<file path="config.mk">
export PLATFORM = sky130hd
export DESIGN_NAME = regfile_write_ctrl_flat
export DESIGN_NICKNAME = d
export VERILOG_FILES = /design/src/rtl/regfile_write_ctrl_if.sv /design/src/rtl/regfile_write_ctrl.sv /design/src/flat_wrapper.sv
export SDC_FILE = /design/constraint.sdc
export NUM_CORES = 1
export LEC_CHECK = 0
export ABC_AREA = 0
export CAP_MARGIN = 0
export CORE_MARGIN = 1
export CORE_UTILIZATION = 41
export DETAILED_ROUTE_END_ITERATION = 10
export PLACE_DENSITY = 0.83
export SLEW_MARGIN = 10
export SYNTH_ARGS = -nofsm -noshare
export SYNTH_HDL_FRONTEND = slang
export SYNTH_SLANG_ARGS = --single-unit
</file>
<file path="constraint.sdc">
create_clock -name clk -period 1.64 [get_ports clk]
set_input_delay 0.328 -clock clk [delete_from_list [all_inputs] [get_ports clk]]
set_output_delay 0.328 -clock clk [all_outputs]
set_load 0.05 [all_outputs]
</file>
<file path="src/rtl/regfile_write_ctrl_if.sv">
// Write-port bus between the two writeback requesters, the write controller and the
// register file.
interface regfile_write_ctrl_if #(
    parameter int unsigned BIT_NUMBER  = 64,
    parameter int unsigned ADDR_NUMBER = 5
);
    logic                   a_valid;
    logic                   a_ready;
    logic [ADDR_NUMBER-1:0] a_addr;
    logic [BIT_NUMBER-1:0]  a_data;
    logic                   b_valid;
    logic                   b_ready;
    logic [ADDR_NUMBER-1:0] b_addr;
    logic [BIT_NUMBER-1:0]  b_data;
    logic                   wr_en;
    logic [ADDR_NUMBER-1:0] wr_addr;
    logic [BIT_NUMBER-1:0]  wr_data;
    logic                   init_busy;
    logic                   addr_err;

    // Requester / register-file side.
    modport master (
        output a_valid, a_addr, a_data, b_valid, b_addr, b_data,
        input  a_ready, b_ready, wr_en, wr_addr, wr_data, init_busy, addr_err
    );

    // Write controller side.
    modport slave (
        input  a_valid, a_addr, a_data, b_valid, b_addr, b_data,
        output a_ready, b_ready, wr_en, wr_addr, wr_data, init_busy, addr_err
    );
endinterface

</file>
<file path="src/rtl/regfile_write_ctrl.sv">
// Register-file write-port controller: clears every register after reset, then
// round-robin arbitrates two writeback requesters onto the single write port.
module regfile_write_ctrl #(
    parameter int unsigned BIT_NUMBER      = 64,
    parameter int unsigned ADDR_NUMBER     = 5,
    parameter int unsigned REGISTER_NUMBER = 16
) (
    input logic                clk,
    input logic                reset,
    regfile_write_ctrl_if.slave bus
);
    localparam logic [ADDR_NUMBER:0]   RegNum   = (ADDR_NUMBER + 1)'(REGISTER_NUMBER);
    localparam logic [ADDR_NUMBER-1:0] LastAddr = ADDR_NUMBER'(REGISTER_NUMBER - 1);

    typedef enum logic [0:0] {StInit, StRun} state_e;

    state_e                 state;
    logic [ADDR_NUMBER-1:0] cnt;
    logic                   prio;
    logic                   wr_en_q;
    logic [ADDR_NUMBER-1:0] wr_addr_q;
    logic [BIT_NUMBER-1:0]  wr_data_q;
    logic                   init_busy_q;
    logic                   addr_err_q;

    logic                   a_ready;
    logic                   b_ready;
    logic                   a_grant;
    logic                   b_grant;
    logic                   in_range;
    logic [ADDR_NUMBER-1:0] sel_addr;
    logic [BIT_NUMBER-1:0]  sel_data;

    // Ready is masked during a reset cycle so no handshake completes on the reset edge.
    always_comb begin
        a_ready  = (state == StRun) & ~reset & (~bus.b_valid | ~prio);
        b_ready  = (state == StRun) & ~reset & (~bus.a_valid | prio);
        a_grant  = bus.a_valid & a_ready;
        b_grant  = bus.b_valid & b_ready;
        sel_addr = b_grant ? bus.b_addr : bus.a_addr;
        sel_data = b_grant ? bus.b_data : bus.a_data;
        in_range = {1'b0, sel_addr} < RegNum;
    end

    always_ff @(posedge clk) begin
        if (reset) begin
            state       <= StInit;
            cnt         <= '0;
            prio        <= 1'b0;
            wr_en_q     <= 1'b0;
            wr_addr_q   <= '0;
            wr_data_q   <= '0;
            init_busy_q <= 1'b1;
            addr_err_q  <= 1'b0;
        end else begin
            case (state)
                StInit: begin
                    wr_en_q   <= 1'b1;
                    wr_addr_q <= cnt;
                    wr_data_q <= '0;
                    cnt       <= cnt + ADDR_NUMBER'(1);
                    if (cnt == LastAddr) begin
                        state       <= StRun;
                        init_busy_q <= 1'b0;
                    end
                end
                StRun: begin
                    if (a_grant || b_grant) begin
                        wr_addr_q <= sel_addr;
                        wr_data_q <= sel_data;
                        wr_en_q   <= in_range;
                        if (!in_range) begin
                            addr_err_q <= 1'b1;
                        end
                        // Favour whichever requester was not just served.
                        prio <= a_grant;
                    end else begin
                        wr_en_q <= 1'b0;
                    end
                end
                default: state <= StInit;
            endcase
        end
    end

    assign bus.a_ready   = a_ready;
    assign bus.b_ready   = b_ready;
    assign bus.wr_en     = wr_en_q;
    assign bus.wr_addr   = wr_addr_q;
    assign bus.wr_data   = wr_data_q;
    assign bus.init_busy = init_busy_q;
    assign bus.addr_err  = addr_err_q;

endmodule

</file>
<file path="src/flat_wrapper.sv">
// flat-port wrapper written by rule: the top's interface ports become plain ports
module regfile_write_ctrl_flat 
#(
    parameter int unsigned BIT_NUMBER      = 64,
    parameter int unsigned ADDR_NUMBER     = 5,
    parameter int unsigned REGISTER_NUMBER = 16
)
  (clk, reset, bus_a_valid, bus_a_addr, bus_a_data, bus_b_valid, bus_b_addr, bus_b_data, bus_a_ready, bus_b_ready, bus_wr_en, bus_wr_addr, bus_wr_data, bus_init_busy, bus_addr_err);
  regfile_write_ctrl_if #(.BIT_NUMBER(BIT_NUMBER), .ADDR_NUMBER(ADDR_NUMBER)) bus_i ();
  input logic clk;
  input logic reset;
  input wire logic [$bits(bus_i.a_valid)-1:0] bus_a_valid;
  input wire logic [$bits(bus_i.a_addr)-1:0] bus_a_addr;
  input wire logic [$bits(bus_i.a_data)-1:0] bus_a_data;
  input wire logic [$bits(bus_i.b_valid)-1:0] bus_b_valid;
  input wire logic [$bits(bus_i.b_addr)-1:0] bus_b_addr;
  input wire logic [$bits(bus_i.b_data)-1:0] bus_b_data;
  output wire logic [$bits(bus_i.a_ready)-1:0] bus_a_ready;
  output wire logic [$bits(bus_i.b_ready)-1:0] bus_b_ready;
  output wire logic [$bits(bus_i.wr_en)-1:0] bus_wr_en;
  output wire logic [$bits(bus_i.wr_addr)-1:0] bus_wr_addr;
  output wire logic [$bits(bus_i.wr_data)-1:0] bus_wr_data;
  output wire logic [$bits(bus_i.init_busy)-1:0] bus_init_busy;
  output wire logic [$bits(bus_i.addr_err)-1:0] bus_addr_err;
  assign bus_i.a_valid = bus_a_valid;
  assign bus_i.a_addr = bus_a_addr;
  assign bus_i.a_data = bus_a_data;
  assign bus_i.b_valid = bus_b_valid;
  assign bus_i.b_addr = bus_b_addr;
  assign bus_i.b_data = bus_b_data;
  assign bus_a_ready = bus_i.a_ready;
  assign bus_b_ready = bus_i.b_ready;
  assign bus_wr_en = bus_i.wr_en;
  assign bus_wr_addr = bus_i.wr_addr;
  assign bus_wr_data = bus_i.wr_data;
  assign bus_init_busy = bus_i.init_busy;
  assign bus_addr_err = bus_i.addr_err;
  regfile_write_ctrl #(.BIT_NUMBER(BIT_NUMBER), .ADDR_NUMBER(ADDR_NUMBER), .REGISTER_NUMBER(REGISTER_NUMBER)) u_core (.clk(clk), .reset(reset), .bus(bus_i));
endmodule
</file>
==> results of run 1 <==
## cell families after synthesis
family / after synthesis
muxes: 1
adders and majority gates: 2
buffers and inverters: 137
AOI/OAI and AO/OA: 209
xor gates and xnor gates: 3
DFF: 79
and+or+nand+nor: 42
## critical path: cells and delay by family, from the launching register on
family	cells	cell delay (ns)
buffers and inverters	1	0.16
DFF	1	0.37
and+or+nand+nor	2	0.39
## report_power, final
group          total (mW)  internal (mW)  switching, mW
Sequential           1.94           1.93         0.0102
Combinational       0.664          0.384          0.280
Clock                1.46          0.740          0.718
## registers in the layout, summed over array words and instances, names as in the netlist
signal / flops
u_core.bus.init_busy: 1
u_core.bus.addr_err: 1
u_core.bus.wr_addr: 5
u_core.bus.wr_en: 1
u_core.prio: 1
u_core.cnt: 5
u_core.state: 1
u_core.bus.wr_data: 64
## through the flow
stage / power (mW) / cell area, µm²
after detailed placement: 2.63 / 6500
after floorplan: 2.20 / 4420
after global placement: 2.63 / 6500
after CTS: 4.08 / 6790
final: 4.06 / 6800
after global routing: 4.20 / 6800
## worst paths after layout
| kind | start | end | cells after the start |
|---|---|---|---|
| max | u_core.prio$_SDFFE_PP0P_ | bus_b_ready | 3 |
| min | u_core.bus.init_busy$_SDFFE_PP1P_ | u_core.bus.init_busy$_SDFFE_PP1P_ | 1 |
| max reg2reg | u_core.prio$_SDFFE_PP0P_ | u_core.bus.wr_data[60]$_SDFFE_PP0P_ | 4 |
| min reg2reg | u_core.bus.init_busy$_SDFFE_PP1P_ | u_core.bus.init_busy$_SDFFE_PP1P_ | 1 |
## repair_timing
item / 4_1_cts / 5_1_grt
hold endpoints to repair: 0 / 0
endpoints found under the setup margin: 20 / 6
pin swaps: 1 / 0
buffers inserted: 3 / 1
gates resized for setup: 15 / 0
## layout make-up
| cell class | instances | share of cell area [%] |
|---|---|---|
| sequential | 79 | 23.3 |
| inverter | 67 | 3.70 |
| tap | 136 | 2.50 |
| timing repair buffer | 246 | 35.1 |
| clock buffer | 12 | 2.13 |
| multi-input combinational | 257 | 32.6 |
| clock inverter | 4 | 0.662 |
## cells in the final DEF (no fill, tap or decap), types with 2 or more instances in the layout
master / count
clkbuf_8: 10
nor2b_1: 4
inv_1: 67
buf_2: 2
o21bai_1: 3
buf_12: 15
clkdlybuf4s50_1: 138
nor2_1: 11
a2111oi_2: 2
o211ai_1: 3
a2111oi_1: 65
a22oi_1: 64
nand2_1: 3
dfxtp_1: 77
a2111oi_4: 2
buf_4: 88
ha_1: 2
clkbuf_1: 2
nand4_1: 4
o221ai_1: 2
xor2_1: 2
and4bb_2: 2
a2111oi_0: 59
buf_6: 2
clkinv_2: 3
nand3_1: 4
## metal layers
metal  share of wire, %  vias to the layer above  routed length (µm)  track usage [%]
met5                  0                        -                   0                0
met4                3.4                        0                 529             14.4
met3                7.2                       43                1110             4.27
met2                 49                      264                7540             45.1
met1                 41                     2356                6260             32.8
li1                   -                     2268                   -                -
==> impl_metrics.csv, run 1 <==
group,metric,value,unit
outcome,status,"complete, no violations",
yosys,yosys_warnings,0,
timing,finalCritPeriodShare,97.8,%
yosys,synth_top_family_by_area,"compound AO/OA/AOI/OAI gates",
worst_setup_path,crit_path_max_fanout,4,
timing,max_freq,624,MHz
timing,hold_ws,0.464,ns
worst_setup_path,slowest_delay,0.37,ns
detailed_routing,vias_per_cell,6.16,
detailed_routing,routed_wl,15400,µm
timing,relSlewSlack,58.8,%
pwr,powerDensity,597,mW/mm²
cts,clk_pin_slew,0.08,ns
yosys,synth_seq_cells,79,
yosys,synth_area_per_cell,9.34,µm²
cts,cts_max_level,3,
cts,root_buffer,"clkbuf_8",
placed_design,numPortBuffers,215,
detailed_routing,first_pass_iters,6,
timing,rsz0062_at_grt,"yes",
layout,multi_input_area,0.00222,mm²
yosys,synth_edf_count,0,
detailed_routing,initialDrtViolationCount,303,
yosys,synthTopCellsByArea,"dfxtp_1 36%, a2111oi_1 14%, a2111oi_0 12%, a22oi_1 11%, inv_1 5.7%",
global_routing,grt_overflow,0,
timing,hold_violations,0,
detailed_routing,via_count,4931,
yosys,synth_top_cell_by_area,"dfxtp_1",
cts,hold_buffers,0,
layout,fill_cells,831,
global_routing,antenna_found_initial,0,
cts,cts_made_buffers,9,
yosys,netlist_area,0.00442,mm²
yosys,synth.distinct_cells,44,
detailed_routing,postRouteAntennaNets,0,
cts,cts_tree,"built",
placed_design,gp_congestion,0.803,
placed_design,placed_cells,781,
yosys,synth_ff_type,"dfxtp_1",
placed_design,dp_worst_setup_slack,-0.477,ns
job,cap_violations,0,
timing,setup_viol,0,
cts,cts.sinks,79,
timing,skew,0.00602,ns
worst_hold_path,hold_path_class,"flip-flop to flip-flop",
layout,num_antenna_cells,0,
yosys,synth_fa_ha_area_share,0.567,%
floorplan,rows,37,
global_routing,grt_pass1_wl,23900,µm
cts,clk_latency,0.35,ns
yosys,ys_async_sr_fraction,0,%
cts,clockBufferDepth,2,
global_routing,grt_max_degree,56,
timing,max_slew.worst_pin.slew,0.618,ns
worst_setup_path,cp.arrival,1.28,ns
worst_setup_path,worst-r2r-setup-slack,0.04,ns
yosys,syn-instance-count,473,
yosys,synth-compound-area-share,41.3,%
floorplan,core,0.0104,mm²
worst_setup_path,cp_cell_sequence,"and2b_2 > nor2_2 > buf_6",
yosys,seq_area_frac_synth,35.8,%
timing,slew_violations,0,
layout,post-route-util,65.6,%
layout,nets,804,
worst_setup_path,crit_required,1.31,ns
yosys,syn_nets,617,
worst_setup_path,cp-end-kind,"output pin",
layout,drive_gt1_share,20.9,%
floorplan,io_pins,216,
detailed_routing,drc_errors,0,
detailed_routing,wl_per_cell,19.3,µm
yosys,synth_common_cells,"79 x dfxtp_1, 67 x inv_1, 65 x a22oi_1",
yosys,synth_top_area_share,35.8,%
pwr,power.leakage,2.46,nW
yosys,yosysMostFrequentCell,"dfxtp_1",
layout,syn2layout_area_growth,54.0,%
yosys,synthMuxAreaShare,0.227,%
yosys,yosys.area_share.simple,5.98,%
timing,fin_ws,0.0362,ns
placed_design,hpwl,10500,µm
worst_setup_path,crit_slowest_cell,"dfxtp_2",
timing,setup_tns,0,ns
yosys,synth_xor_area_share,0.595,%
floorplan,die_h,106,µm
pwr,ir_drop,0.000321,V
floorplan,start_util,42.6,%
global_routing,grt_pass1_vias,4822,
floorplan,die_width,106,µm
global_routing,track_usage,26.8,%
timing,layout_min_cycle_time,1.60,ns
layout,fin_cells,801,
worst_setup_path,start_kind,"flip-flop",
worst_setup_path,criticalPathCategory,"flip-flop to output pin",
floorplan,die-area,0.0112,mm²
layout,seq_area,0.00159,mm²
Note: power is estimated with default switching activity, not from simulation.
==> inputs of run 2 (changes only) <==
CELL_PAD_IN_SITES_DETAIL_PLACEMENT = 1   (was not set)
CELL_PAD_IN_SITES_GLOBAL_PLACEMENT = 2   (was not set)
CORE_UTILIZATION = 25   (was 41)
PLACE_DENSITY = 0.89   (was 0.83)
clock period = 2.05 ns   (was 1.64 ns; I/O delays follow)
==> run 2 against run 1 <==
Net effect:
- worst hold slack worse by 0.0049 ns
- register-to-register slack better by 0.24 ns
- first-iteration DRC count is 38% lower
- largest cell class unchanged
- largest power group is now clock
==> impl_metrics.csv, run 2 (same netlist as run 1, synthesis figures left out) <==
group,metric,value,unit
floorplan,core,0.0173,mm²
floorplan,start_util,25.5,%
global_routing,grt_overflow,0,
cts,cts.sinks,79,
detailed_routing,via_count,4915,
worst_setup_path,start_kind,"flip-flop",
worst_setup_path,crit_path_max_fanout,2,
pwr,powerDensity,540,mW/mm²
timing,finalCritPeriodShare,94.1,%
pwr,p_sw,0.908,mW
detailed_routing,wl_per_cell,20.1,µm
cts,clk_latency,0.34,ns
cts,clk_pin_slew,0.06,ns
timing,hold_violations,0,
layout,final_cell_mix,"210 x clkdlybuf4s50_1, 78 x dfxtp_1, 67 x inv_1, 65 x a22oi_1",
timing,slew_violations,0,
timing,skew,0.00706,ns
worst_setup_path,slowest_delay,0.82,ns
floorplan,rows,48,
detailed_routing,drc_errors,0,
timing,setup_viol,0,
worst_setup_path,cp.depth,1,
detailed_routing,initialDrtViolationCount,189,
worst_setup_path,cp_cell_sequence,"clkdlybuf4s50_1",
cts,cts_made_buffers,9,
detailed_routing,first_pass_iters,4,
detailed_routing,routed_wl,17900,µm
timing,hold_ws,0.459,ns
timing,max_slew.worst_pin.slew,0.659,ns
global_routing,grt_pass1_vias,5318,
detailed_routing,postRouteAntennaNets,0,
floorplan,die_width,135,µm
global_routing,grt_max_degree,59,
worst_setup_path,critPathBufInv,1,
worst_setup_path,crit_slowest_cell,"clkdlybuf4s50_1",
cts,cts_max_level,3,
pwr,swShare,23.7,%
timing,max_freq,518,MHz
layout,nets,800,
cts,clockBufferDepth,2,
worst_setup_path,criticalPathCategory,"flip-flop to output pin",
pwr,power.leakage,2.33,nW
layout,drive_gt1_share,8.93,%
placed_design,gp_congestion,0.766,
worst_hold_path,hold_path_class,"flip-flop to flip-flop",
global_routing,track_usage,19.7,%
cts,cts_tree,"built",
placed_design,hpwl,12200,µm
layout,final_common_cell,"clkdlybuf4s50_1",
worst_setup_path,crit_required,1.64,ns
layout,syn2layout_area_growth,60.6,%
job,cap_violations,0,
pwr,pwr-share-clk,45.6,%
worst_setup_path,cp-end-kind,"output pin",
worst_setup_path,cp.arrival,1.52,ns
pwr,ir_drop,0.000359,V
pwr,power.internal,2.92,mW
pwr,seqPwrFrac,40.5,%
global_routing,grt_pass1_wl,28100,µm
global_routing,antenna_found_initial,3,
floorplan,die_h,135,µm
timing,layout_min_cycle_time,1.93,ns
worst_hold_path,hold_path_depth,1,
floorplan,io_pins,216,
placed_design,numPortBuffers,215,
detailed_routing,vias_per_cell,5.53,
timing,rsz0062_at_grt,"no",
floorplan,die-area,0.0182,mm²
worst_setup_path,reg2reg_depth,4,
outcome,status,"complete, no violations",
cts,root_buffer,"clkbuf_16",
worst_setup_path,cp_top_family,"buffers and inverters",
pwr,combPwrFrac,13.9,%
layout,largest_reg_flops,64,
pwr,power,3.83,mW
timing,relSlewSlack,56.1,%
[run 2: cell types whose count changed in the layout (fill, tap and decap cells not counted), moves of 2 or more]
cell,delta
clkinvlp_4,+2
diode_2,+2
clkdlybuf4s50_1,+72
clkbuf_16,+9
buf_4,-71
a2111oi_0,+4
clkinv_2,-3
a2111oi_1,-2
buf_12,-4
a2111oi_4,-2
clkbuf_8,-10
[run 2: power by group through the flow]
stage	Clock, mW	Combinational, mW	Sequential [mW]
after floorplan	0	0.157	1.60
after global placement	0	0.524	1.58
after global routing	1.86	0.567	1.55
after detailed placement	0	0.530	1.59
after CTS	1.80	0.536	1.55
final	1.74	0.534	1.55
[run 2: final timing paths]
| kind | end | start | slack [ns] |
|---|---|---|---|
| setup reg to reg | u_core.bus.wr_data[60]$_SDFFE_PP0P_ | u_core.state$_SDFF_PP0_ | 0.28 |
| hold / removal | u_core.bus.init_busy$_SDFFE_PP1P_ | u_core.bus.init_busy$_SDFFE_PP1P_ | 0.46 |
| hold reg to reg | u_core.bus.init_busy$_SDFFE_PP1P_ | u_core.bus.init_busy$_SDFFE_PP1P_ | 0.46 |
| setup / recovery | bus_wr_data[27] | u_core.bus.wr_data[27]$_SDFFE_PP0P_ | 0.12 |
[run 2: layout make-up]
cell class | instances | area, µm²
Fill cell | 1949 | 10200
Timing Repair Buffer | 242 | 2480
Multi-Input combinational cell | 257 | 2170
Sequential cell | 79 | 1590
Tap cell | 225 | 282
Inverter | 67 | 251
Clock buffer | 11 | 233
Clock inverter | 5 | 83.8
Antenna cell | 2 | 5.00
[run 2: worst register-to-register path, delay by kind of cell (launching register included)]
family,cells,cell delay [ns]
DFF,1,0.37
buffers and inverters,1,0.33
and+or+nand+nor,1,0.27
AOI/OAI and AO/OA,2,0.66
[run 2: per-layer routing]
metal | wire [µm] | vias up | global-route usage (%)
li1 | - | 2255 | -
met1 | 7490 | 2435 | 22.5
met2 | 8810 | 197 | 35.6
met3 | 1240 | 26 | 4.65
met4 | 325 | 2 | 7.12
met5 | 13 | - | 0
[run 2: through the flow]
stage                     worst slack, ns  instances  instance area [µm²]  TNS, ns  utilization (%)
final                               0.120        888                 7090        0             41.0
after global placement            -0.0857        870                 6760    -1.27             39.1
after global routing               0.0740        887                 7090        0             41.0
after CTS                         0.00133        886                 7080        0             40.9
after detailed placement           -0.185        870                 6760    -5.79             39.1
after floorplan                    0.0585        473                 4420        0                -
[run 2: repair_timing]
item | 4_1_cts | 5_1_grt
setup buffers | 0 | 0
cloned | 0 | 0
resized for setup | 2 | 1
endpoints found under the setup margin | 1 | 1
hold endpoints to repair | 0 | 0
hold buffers | 0 | 0
